**src/rtl/evolution_scheduler.sv**
```systemverilog
// Generation sequencer for the cellular-automaton datapath: owns the board register,
// paces generations and commits Evolution.next once it is known to reflect the board.
module evolution_scheduler #(
    parameter int P_PARAM_N = 5,
    parameter int P_PERIOD  = 25_000_000,
    parameter int P_GEN_W   = 16
) (
    input  logic                               clk,
    input  logic                               rst,
    input  logic                               cmd_start,
    input  logic                               cmd_pause,
    input  logic                               cmd_step,
    input  logic                               cmd_clear,
    input  logic                               load_en,
    input  logic [P_PARAM_N*P_PARAM_N*2-1:0]   load_data,
    input  logic [P_PARAM_N*P_PARAM_N*2-1:0]   evo_next,
    input  logic                               evo_done,
    output logic [P_PARAM_N*P_PARAM_N*2-1:0]   board,
    output logic                               running,
    output logic [P_GEN_W-1:0]                 generation,
    output logic                               gen_pulse
);

    localparam int TW = (P_PERIOD > 1) ? $clog2(P_PERIOD) : 1;
    localparam logic [TW-1:0] TICK_LAST = TW'(P_PERIOD - 1);

    typedef enum logic [1:0] {IDLE, WAIT, SETTLE, COMMIT} state_t;

    state_t        state;
    logic [TW-1:0] tick;
    logic [1:0]    settle_cnt;

    always_ff @(posedge clk) begin
        if (rst) begin
            state      <= IDLE;
            board      <= '0;
            generation <= '0;
            running    <= 1'b0;
            gen_pulse  <= 1'b0;
            tick       <= '0;
            settle_cnt <= '0;
        end else begin
            gen_pulse <= 1'b0;
            // Counts cycles since the board last changed; two means evo_next has caught up.
            if (settle_cnt != 2'd2)
                settle_cnt <= settle_cnt + 2'd1;

            if (cmd_clear || load_en) begin
                board      <= cmd_clear ? '0 : load_data;
                generation <= '0;
                running    <= 1'b0;
                state      <= IDLE;
                settle_cnt <= '0;
            end else if (cmd_pause && state != IDLE) begin
                // Abandons any pending commit, including one due this cycle.
                state   <= IDLE;
                running <= 1'b0;
            end else begin
                unique case (state)
                    IDLE: begin
                        if (!cmd_pause) begin
                            if (cmd_start) begin
                                state   <= WAIT;
                                running <= 1'b1;
                                tick    <= '0;
                            end else if (cmd_step) begin
                                state <= SETTLE;
                            end
                        end
                    end
                    WAIT: begin
                        if (tick == TICK_LAST)
                            state <= SETTLE;
                        else
                            tick <= tick + TW'(1);
                    end
                    SETTLE: begin
                        if (settle_cnt == 2'd2 && evo_done)
                            state <= COMMIT;
                    end
                    COMMIT: begin
                        board      <= evo_next;
                        generation <= generation + P_GEN_W'(1);
                        gen_pulse  <= 1'b1;
                        settle_cnt <= '0;
                        if (running) begin
                            state <= WAIT;
                            tick  <= '0;
                        end else begin
                            state <= IDLE;
                        end
                    end
                endcase
            end
        end
    end

endmodule

```
**config.mk**
```make
export PLATFORM = sky130hd
export DESIGN_NAME = evolution_scheduler
export DESIGN_NICKNAME = d
export VERILOG_FILES = /design/src/rtl/evolution_scheduler.sv
export SDC_FILE = /design/constraint.sdc
export NUM_CORES = 1
export LEC_CHECK = 0
export CELL_PAD_IN_SITES_DETAIL_PLACEMENT = 1
export CELL_PAD_IN_SITES_GLOBAL_PLACEMENT = 1
export CORE_MARGIN = 1
export CORE_UTILIZATION = 32
export DETAILED_ROUTE_END_ITERATION = 10
export PLACE_DENSITY_LB_ADDON = 0.1
export SYNTH_ARGS = -nofsm -noshare
export SYNTH_HDL_FRONTEND = slang
export SYNTH_SLANG_ARGS = --single-unit
```
**constraint.sdc**
```tcl
create_clock -name clk -period 2.25 [get_ports clk]
set_input_delay 0.45 -clock clk [delete_from_list [all_inputs] [get_ports clk]]
set_output_delay 0.45 -clock clk [all_outputs]
set_load 0.02 [all_outputs]
```
==> impl_metrics.csv, run 1 <==
group,metric,value,unit
clock_tree,cts_buffers,9,
yosys,synth_top_flop_cell,"dfxtp_1",
detailed_routing,finalWirelength,16.4,mm
critical_path,reg2regPathDepth,7,
critical_path,worstPathMaxFanout,14,
power_and_ir_drop,powerDensity,564,nW/µm²
yosys,synth-async-reset-ratio,0,%
sta,slew_viol_final,0,
clock_tree,clockBufferDepth,2,
yosys,synth_cells,588,
detailed_routing,drc_errors,6,
die,fp.dieW,125,µm
critical_path,start_kind,"flip-flop",
clock_tree,h-tree-depth,3,
critical_path,end_kind,"flip-flop",
layout,drive_above_1_share,9.50,%
clock_tree,cts_root_buffer,"clkbuf_16",
die,placement_rows,44,
global_routing,grt_first_pass_wirelength,26.8,mm
sta,worst_slew_pin_slew,0.695,ns
worst_hold_path,hp-start,"rst",
layout,nets,891,
layout,area_growth,52.1,%
detailed_routing,ant_nets,0,
yosys,yosysWarnings,0,
place,post-place-ws,-0.180,ns
yosys,synth-seq-area-share,39.8,%
detailed_routing,via_per_inst,5.27,
power_and_ir_drop,p_leak,2.81,nW
die,die_height,125,µm
worst_hold_path,whs_endpoint,"tick[7]",
worst_hold_path,whs_path_depth,2,
sta,setup_slack,0.152,ns
global_routing,grt_pass1_vias,5349,
place,dp_hpwl,12.1,mm
yosys,ys_seq_elements,97,
die,die_area,15700,µm²
sta,timing.final.crit_period,2.10,ns
clock_tree,clock_latency,0.35,ns
sta,fmax,477,MHz
clock_tree,postCtsSetupRepairBufs,0,
yosys,synth_area,4880,µm²
yosys,synth_top_area_share,39.8,%
die,core_area,14700,µm²
yosys,syn_nets,705,
clock_tree,cts_resized,0,
place,finalWeightedCongestion,0.825,
worst_hold_path,min_path_type,"input pin to flip-flop",
yosys,synth-edff-count,0,
run,maxCapViolations,0,
critical_path,worstPathArrival,2.38,ns
global_routing,grt_start_max_net_pins,64,
global_routing,gr-usage-all-layers,21.4,%
detailed_routing,dr_total_vias,5074,
critical_path,reg2reg_to,"tick[24]",
place,port_buffers,175,
sta,finalSetupViolations,0,
yosys,ys_types,48,
sta,finalClockSkew,0.00311,ns
layout,final_common_cell,"clkdlybuf4s50_1",
global_routing,grt_antenna_before_repair,0,
yosys,yosysTopAreaCell,"dfxtp_1",
sta,worst_hold_slack,0.447,ns
power_and_ir_drop,ir_drop,0.448,mV
clock_tree,hold_buffers,0,
detailed_routing,drtIter0Drc,182,
critical_path,r2r_start,"state[0]",
sta,finalHoldViolCount,0,
yosys,synth_area_leaders,"dfxtp_1, mux2i_1, a21oi_1",
detailed_routing,dr.pass1.iters,7,
clock_tree,tritoncts,"done",
yosys,syn_avg_cell_area,8.30,µm²
die,ios,176,
sta,period_share,93.2,%
outcome,status,"finished, violations left",
critical_path,worstPathRequired,2.53,ns
sta,relSlewSlack,53.6,%
critical_path,rrSetupSlack,0.15,ns
clock_tree,clock_sinks,97,
layout,final_cell_mix,"clkdlybuf4s50_1, dfxtp_1, a21oi_1, nor2_1, nor3_1",
die,start_util,33.2,%
sta,rsz0062_at_grt,"false",
layout,diodes,0,
clock_tree,path_clk_slew,0.07,ns
detailed_routing,wl_per_cell,17.1,µm
global_routing,overflow,0,
critical_path,critPathKind,"flip-flop to flip-flop",
outcome,violations,"DRC",
## report_power, final
| part | internal (mW) | switching [mW] | total (mW) |
|---|---|---|---|
| logic | 0.372 | 0.304 | 0.676 |
| registers | 1.76 | 0.0273 | 1.79 |
| clock network | 1.04 | 0.682 | 1.72 |
## synthesized netlist by cell type, types with 4 or more instances
library cell  count
dfxtp_1          97
nor4_1            4
ha_1              9
nand4_1          12
nand2b_1          5
clkbuf_1         30
o211ai_1          4
xnor2_1           7
or3_1            11
a31oi_1          10
nand2_1          25
mux2i_1          53
o21ai_1           6
nand3_1          15
a21oi_1          74
buf_2            12
or4_1             8
nor3_1           56
and3_1           10
nor2_1           74
o21ai_0          11
inv_1            11
xor2_1            4
## per-layer routing
metal	global-route usage, %	vias up	share of wire, %
li1	-	2493	-
met1	24.8	2438	43
met2	37.0	125	49
met3	5.86	18	5.9
met4	9.18	0	2.0
met5	0	-	0
## sequential cells by signal, indices dropped and copies added, names as in the netlist
name        count
state           2
gen_pulse       1
running         1
settle_cnt      2
board          50
generation     16
tick           25
## per-stage QoR
step	instances	TNS [ns]	util (%)	power (mW)	area, µm²
after floorplan	588	0	-	2.12	4880
after CTS	963	0	50.5	4.24	7420
after global routing	963	0	50.5	4.36	7420
after global placement	947	-4.96	48.2	2.49	7080
after detailed placement	947	-8.20	48.2	2.51	7080
final	963	0	50.5	4.18	7420
## worst max-delay path by stage
stage / from / slack [ns] / to
after global placement: cmd_pause / -0.11 / board[34]
after CTS: state[0] / 0.05 / board[47]
after detailed placement: cmd_pause / -0.18 / board[47]
after floorplan: state[0] / 0.29 / board[35]
final: state[0] / 0.15 / tick[24]
after global routing: state[0] / 0.03 / tick[19]
## cells by family after synthesis
kind of cell	Yosys count	synth area share [%]
simple gates	239	25.8
compound gates	123	14.3
buf+inv	56	4.92
xor+xnor	11	1.97
fa+ha+maj	9	2.31
mux	53	10.9
flops	97	39.8
## critical path, cell delays in order (launching register included)
cell     delay, ns
dfxtp_1       0.37
inv_1         0.11
ha_1          0.28
nor4_4        0.21
nand4_2       0.17
buf_12        0.18
or4_1         0.51
a31oi_1       0.18
## layout make-up
| class | count | area, µm² |
|---|---|---|
| clock buffers | 12 | 256 |
| clock inverters | 4 | 75.1 |
| fillers | 1702 | 7280 |
| inverters | 12 | 45.0 |
| multi-input cells | 435 | 2720 |
| flip-flops and latches | 97 | 1940 |
| well taps | 184 | 230 |
| repair buffers | 219 | 2160 |
Note: power is estimated with default switching activity, not from simulation.
==> inputs of run 2 (changes only) <==
--- a/config.mk
+++ b/config.mk
@@ -8,8 +8,9 @@
 export CELL_PAD_IN_SITES_DETAIL_PLACEMENT = 1
 export CELL_PAD_IN_SITES_GLOBAL_PLACEMENT = 1
 export CORE_MARGIN = 1
-export CORE_UTILIZATION = 32
+export CORE_UTILIZATION = 45
 export DETAILED_ROUTE_END_ITERATION = 10
+export DONT_BUFFER_PORTS = 1
 export PLACE_DENSITY_LB_ADDON = 0.1
 export SYNTH_ARGS = -nofsm -noshare
 export SYNTH_HDL_FRONTEND = slang
==> run 2 against run 1 <==
Compared with the run above:
- the flow now finishes without violations
- core utilization shrank 0.14 points
- combinational power decreased by 63%
- clock skew increased by 0.012 ns
- via count down 14%
- total power is 24% lower
- worst setup slack gained 0.017 ns
- flip-flop and latch count did not move
- non-clock buffer count fell by 196
- clock power fell by 38%
- sequential power is 3% higher
- routed wire length fell by 15%
- critical path depth did not move
- critical endpoint is now tick[17]
==> impl_metrics.csv, run 2 (same netlist as run 1, synthesis figures left out) <==
group,metric,value,unit
detailed_routing,wl_per_cell,19.5,µm
critical_path,cp_cell_sequence,"inv_1, ha_1, nor4_4, nand3_2, a41o_1, or3_1, a21oi_1",
global_routing,overflow,0,
clock_tree,hold_buffers,0,
sta,period_share,92.5,%
die,die_area,11300,µm²
clock_tree,clock_latency,0.37,ns
worst_hold_path,min_path_type,"input pin to flip-flop",
die,core_area,10400,µm²
sta,fmax,481,MHz
global_routing,grt_antenna_before_repair,0,
layout,largest_reg_flops,50,
clock_tree,clock_sinks,97,
place,post-place-ws,0.0609,ns
place,finalWeightedCongestion,0.787,
detailed_routing,finalWirelength,14.0,mm
power_and_ir_drop,p_leak,1.95,nW
die,start_util,46.8,%
critical_path,start_kind,"flip-flop",
sta,finalClockSkew,0.0147,ns
global_routing,grt_start_max_net_pins,101,
die,die_height,106,µm
critical_path,worstPathMaxFanout,7,
clock_tree,h-tree-depth,3,
layout,diodes,0,
worst_hold_path,whs_path_depth,1,
place,dp_hpwl,9.63,mm
outcome,status,"finished, final reports clean",
run,maxCapViolations,0,
die,placement_rows,37,
sta,worst_slew_pin_slew,0.574,ns
sta,timing.final.crit_period,2.08,ns
layout,final_common_cell,"dfxtp_1",
critical_path,slowest_delay,0.37,ns
detailed_routing,via_per_inst,6.06,
global_routing,gr-usage-all-layers,24.4,%
die,ios,176,
global_routing,grt_first_pass_wirelength,22.0,mm
sta,finalHoldViolCount,0,
layout,drive_above_1_share,8.59,%
clock_tree,cts_root_buffer,"clkbuf_8",
sta,fin_setup_tns,0,ns
critical_path,worstPathArrival,2.38,ns
critical_path,reg2regPathDepth,7,
sta,slew_viol_final,0,
layout,nets,695,
critical_path,end_kind,"flip-flop",
critical_path,critPathKind,"flip-flop to flip-flop",
global_routing,grt_pass1_vias,4485,
die,fp.dieW,106,µm
critical_path,cp_slowest_cell,"dfxtp_1",
layout,area_growth,7.51,%
detailed_routing,dr.pass1.iters,4,
layout,reg_top3,"board (50), tick (25), generation (16)",
detailed_routing,drtIter0Drc,148,
sta,relSlewSlack,61.7,%
layout,fill_cells,1282,
layout,final_cell_mix,"dfxtp_1, a21oi_1, nor2_1, nor3_1, mux2i_1",
clock_tree,clockBufferDepth,2,
place,port_buffers,0,
clock_tree,path_clk_slew,0.10,ns
clock_tree,cts_buffers,9,
layout,final_cells,718,
sta,rsz0062_at_grt,"false",
detailed_routing,drc_errors,0,
detailed_routing,dr_total_vias,4350,
clock_tree,tritoncts,"done",
sta,finalSetupViolations,0,
power_and_ir_drop,ir_drop,0.333,mV
sta,setup_slack,0.169,ns
detailed_routing,ant_nets,0,
power_and_ir_drop,powerDensity,603,nW/µm²
critical_path,worstPathRequired,2.55,ns
place,placed_cells,699,
layout,top_register,"board",
[run 2: cell count changes in the layout (fill, tap and decap cells not counted), sizes merged]
cell and delta:
clkinv +1, buf -25, bufinv -2, inv +1, clkdlybuf4s50 -172
[run 2: worst paths after layout]
check,start,to,slack [ns]
max,state[0],tick[17],0.17
min,rst,board[0],0.14
max reg2reg,state[0],tick[17],0.17
min reg2reg,tick[11],tick[11],0.48
[run 2: critical path, delay by kind of cell, from the launching register on]
kind	cells	cell delay [ns]
AOI/OAI and AO/OA	2	0.47
adders and majority gates	1	0.27
buffers and inverters	1	0.10
DFF	1	0.37
and+or+nand+nor	3	0.80
[run 2: area by class of cell]
class                      instances  area [µm²]  share of cell area, %
clock buffer                      11         141                   2.69
tap                              136         170                   3.24
clock inverter                     4        28.8                  0.549
inverter                          12        45.0                  0.859
timing repair buffer              23         201                   3.84
sequential                        97        1940                   37.0
multi-input combinational        435        2720                   51.8
[run 2: repair_timing]
item / CTS / global route
setup endpoints to repair: 0 / 55
resized for setup: 0 / 5
setup buffers: 0 / 2
[run 2: power by group]
group	total [mW]	switching, mW	internal (mW)
sequential	1.85	0.0903	1.76
combinational	0.249	0.131	0.118
clock	1.06	0.633	0.430
[run 2: layer usage]
metal / vias up / global-route usage (%) / share of wire (%) / routed length (µm)
li1: 2104 / - / - / -
met1: 2116 / 29.7 / 44 / 6160
met2: 117 / 41.4 / 49 / 6860
met3: 13 / 7.05 / 5.7 / 794
met4: 0 / 7.44 / 1.2 / 167
met5: - / 0 / 0 / 0
[run 2: per-stage QoR]
| step | util [%] | cell area (µm²) | hold slack, ns | total power [mW] |
|---|---|---|---|---|
| 2_1_floorplan | - | 4880 | 0.436 | 2.12 |
| 3_3_place_gp | 48.2 | 5020 | 0.468 | 2.11 |
| 3_5_place_dp | 48.2 | 5020 | 0.463 | 2.13 |
| 4_1_cts | 49.8 | 5190 | 0.123 | 3.18 |
| 5_1_grt | 50.4 | 5250 | 0.120 | 3.31 |
| 6_report | 50.4 | 5250 | 0.138 | 3.16 |
==> inputs of run 3 (changes only) <==
--- a/config.mk
+++ b/config.mk
@@ -9,6 +9,7 @@
 export CELL_PAD_IN_SITES_GLOBAL_PLACEMENT = 1
 export CORE_MARGIN = 1
 export CORE_UTILIZATION = 45
+export CTS_BUF_LIST = sky130_fd_sc_hd__clkbuf_8 sky130_fd_sc_hd__clkbuf_16
 export DETAILED_ROUTE_END_ITERATION = 10
 export DONT_BUFFER_PORTS = 1
 export PLACE_DENSITY_LB_ADDON = 0.1
==> run 3 against run 2 <==
Compared with the run above:
- global-route usage stayed put
- hold slack hardly changed
- critical path depth stayed put
- count of clock-buffer cells in the layout is 1 lower
- largest power group unchanged
- final area stayed put
- non-clock buffer count stayed put
- highest routed layer unchanged
- flip-flop and latch count stayed put
==> impl_metrics.csv, run 3 (same netlist as run 1, synthesis figures left out) <==
group,metric,value,unit
outcome,status,"finished, final reports clean",
clock_tree,clockBufferDepth,2,
detailed_routing,ant_nets,0,
clock_tree,h-tree-depth,3,
global_routing,grt_start_max_net_pins,101,
layout,largest_reg_flops,50,
clock_tree,clock_sinks,97,
place,post-place-ws,0.0609,ns
die,placement_rows,37,
die,core_area,10400,µm²
critical_path,worstPathRequired,2.55,ns
global_routing,gr-usage-all-layers,24.4,%
critical_path,end_kind,"flip-flop",
layout,drive_above_1_share,8.59,%
detailed_routing,dr.pass1.iters,4,
detailed_routing,wl_per_cell,19.4,µm
sta,fin_setup_tns,0,ns
power_and_ir_drop,p_leak,1.96,nW
global_routing,overflow,0,
critical_path,reg2regPathDepth,7,
power_and_ir_drop,ir_drop,0.333,mV
sta,finalSetupViolations,0,
layout,diodes,0,
run,maxCapViolations,0,
sta,relSlewSlack,61.7,%
sta,setup_slack,0.171,ns
worst_hold_path,whs_path_depth,1,
critical_path,start_kind,"flip-flop",
layout,area_growth,7.51,%
detailed_routing,via_per_inst,6.07,
sta,finalHoldViolCount,0,
layout,nets,695,
clock_tree,hold_buffers,0,
place,finalWeightedCongestion,0.787,
worst_hold_path,hp-start,"rst",
layout,reg_top3,"board (50), tick (25), generation (16)",
sta,rsz0062_at_grt,"false",
detailed_routing,drc_errors,0,
place,dp_hpwl,9.63,mm
layout,fill_cells,1282,
worst_hold_path,whs_endpoint,"board[0]",
place,port_buffers,0,
clock_tree,clock_latency,0.37,ns
critical_path,worstPathArrival,2.38,ns
sta,worst_slew_pin_slew,0.574,ns
global_routing,grt_pass1_vias,4485,
critical_path,reg2reg_to,"tick[17]",
sta,timing.final.crit_period,2.08,ns
detailed_routing,dr_total_vias,4357,
clock_tree,tritoncts,"done",
clock_tree,cts_root_buffer,"clkbuf_8",
die,start_util,46.8,%
global_routing,grt_first_pass_wirelength,22.0,mm
die,die_height,106,µm
layout,top_register,"board",
sta,worst_hold_slack,0.138,ns
layout,final_common_cell,"dfxtp_1",
die,die_area,11300,µm²
layout,final_cell_mix,"dfxtp_1, a21oi_1, nor2_1, nor3_1, mux2i_1",
sta,period_share,92.4,%
layout,final_cells,718,
sta,slew_viol_final,0,
die,fp.dieW,106,µm
layout,stdcell_area,5250,µm²
power_and_ir_drop,powerDensity,602,nW/µm²
global_routing,grt_antenna_before_repair,0,
sta,fmax,481,MHz
die,ios,176,
clock_tree,path_clk_slew,0.10,ns
critical_path,r2r_start,"state[0]",
sta,finalClockSkew,0.0146,ns
critical_path,worstPathMaxFanout,7,
power_and_ir_drop,p_total,3.16,mW
layout,postLayoutCoreUtil,50.4,%
critical_path,rrSetupSlack,0.17,ns
place,placed_cells,699,
worst_hold_path,min_path_type,"input pin to flip-flop",
critical_path,critPathKind,"flip-flop to flip-flop",
detailed_routing,drtIter0Drc,178,
place,place_area,5020,µm²
detailed_routing,finalWirelength,13.9,mm
clock_tree,cts_buffers,9,
-- run 3: how the worst max path moves through the flow --
stage	cells after the start	start	end	slack [ns]
after detailed placement	8	state[0]	board[25]	0.06
after global routing	7	state[0]	tick[24]	0.04
final	7	state[0]	tick[17]	0.17
after global placement	7	state[0]	tick[17]	0.17
after floorplan	10	state[0]	board[35]	0.29
after CTS	8	state[0]	board[42]	0.05
-- run 3: final cells by class --
class / instances / area (µm²) / area share, %
well taps: 136 / 170 / 3.24
clock buffers: 10 / 138 / 2.62
inverters: 12 / 45.0 / 0.859
multi-input cells: 435 / 2720 / 51.8
flip-flops and latches: 97 / 1940 / 37.0
clock inverters: 5 / 32.5 / 0.620
repair buffers: 23 / 201 / 3.84
-- run 3: timing repair --
item | CTS | global route
endpoints found under the setup margin | 0 | 55
endpoints found under the hold margin | 0 | 0
buffers inserted | 0 | 2
resized for setup | 0 | 5
-- run 3: report_power, final --
part           leakage (nW)  switching (mW)  internal [mW]
clock network        0.0860           0.632          0.425
logic                  1.08           0.131          0.118
registers             0.788          0.0903           1.76
-- run 3: metal layers --
layer / part of all wire [%] / routed length (µm) / GRT usage [%]
met1: 44 / 6130 / 29.7
met2: 49 / 6850 / 41.4
met3: 5.7 / 789 / 7.05
met4: 1.3 / 180 / 7.44
met5: 0 / 0 / 0
-- run 3: critical path, cell delays in order (launching register included) --
cell and delay (ns):
dfxtp_1 0.37, inv_1 0.10, ha_1 0.27, nor4_4 0.22, nand3_2 0.21, a41o_1 0.32, or3_1 0.37, a21oi_1 0.15
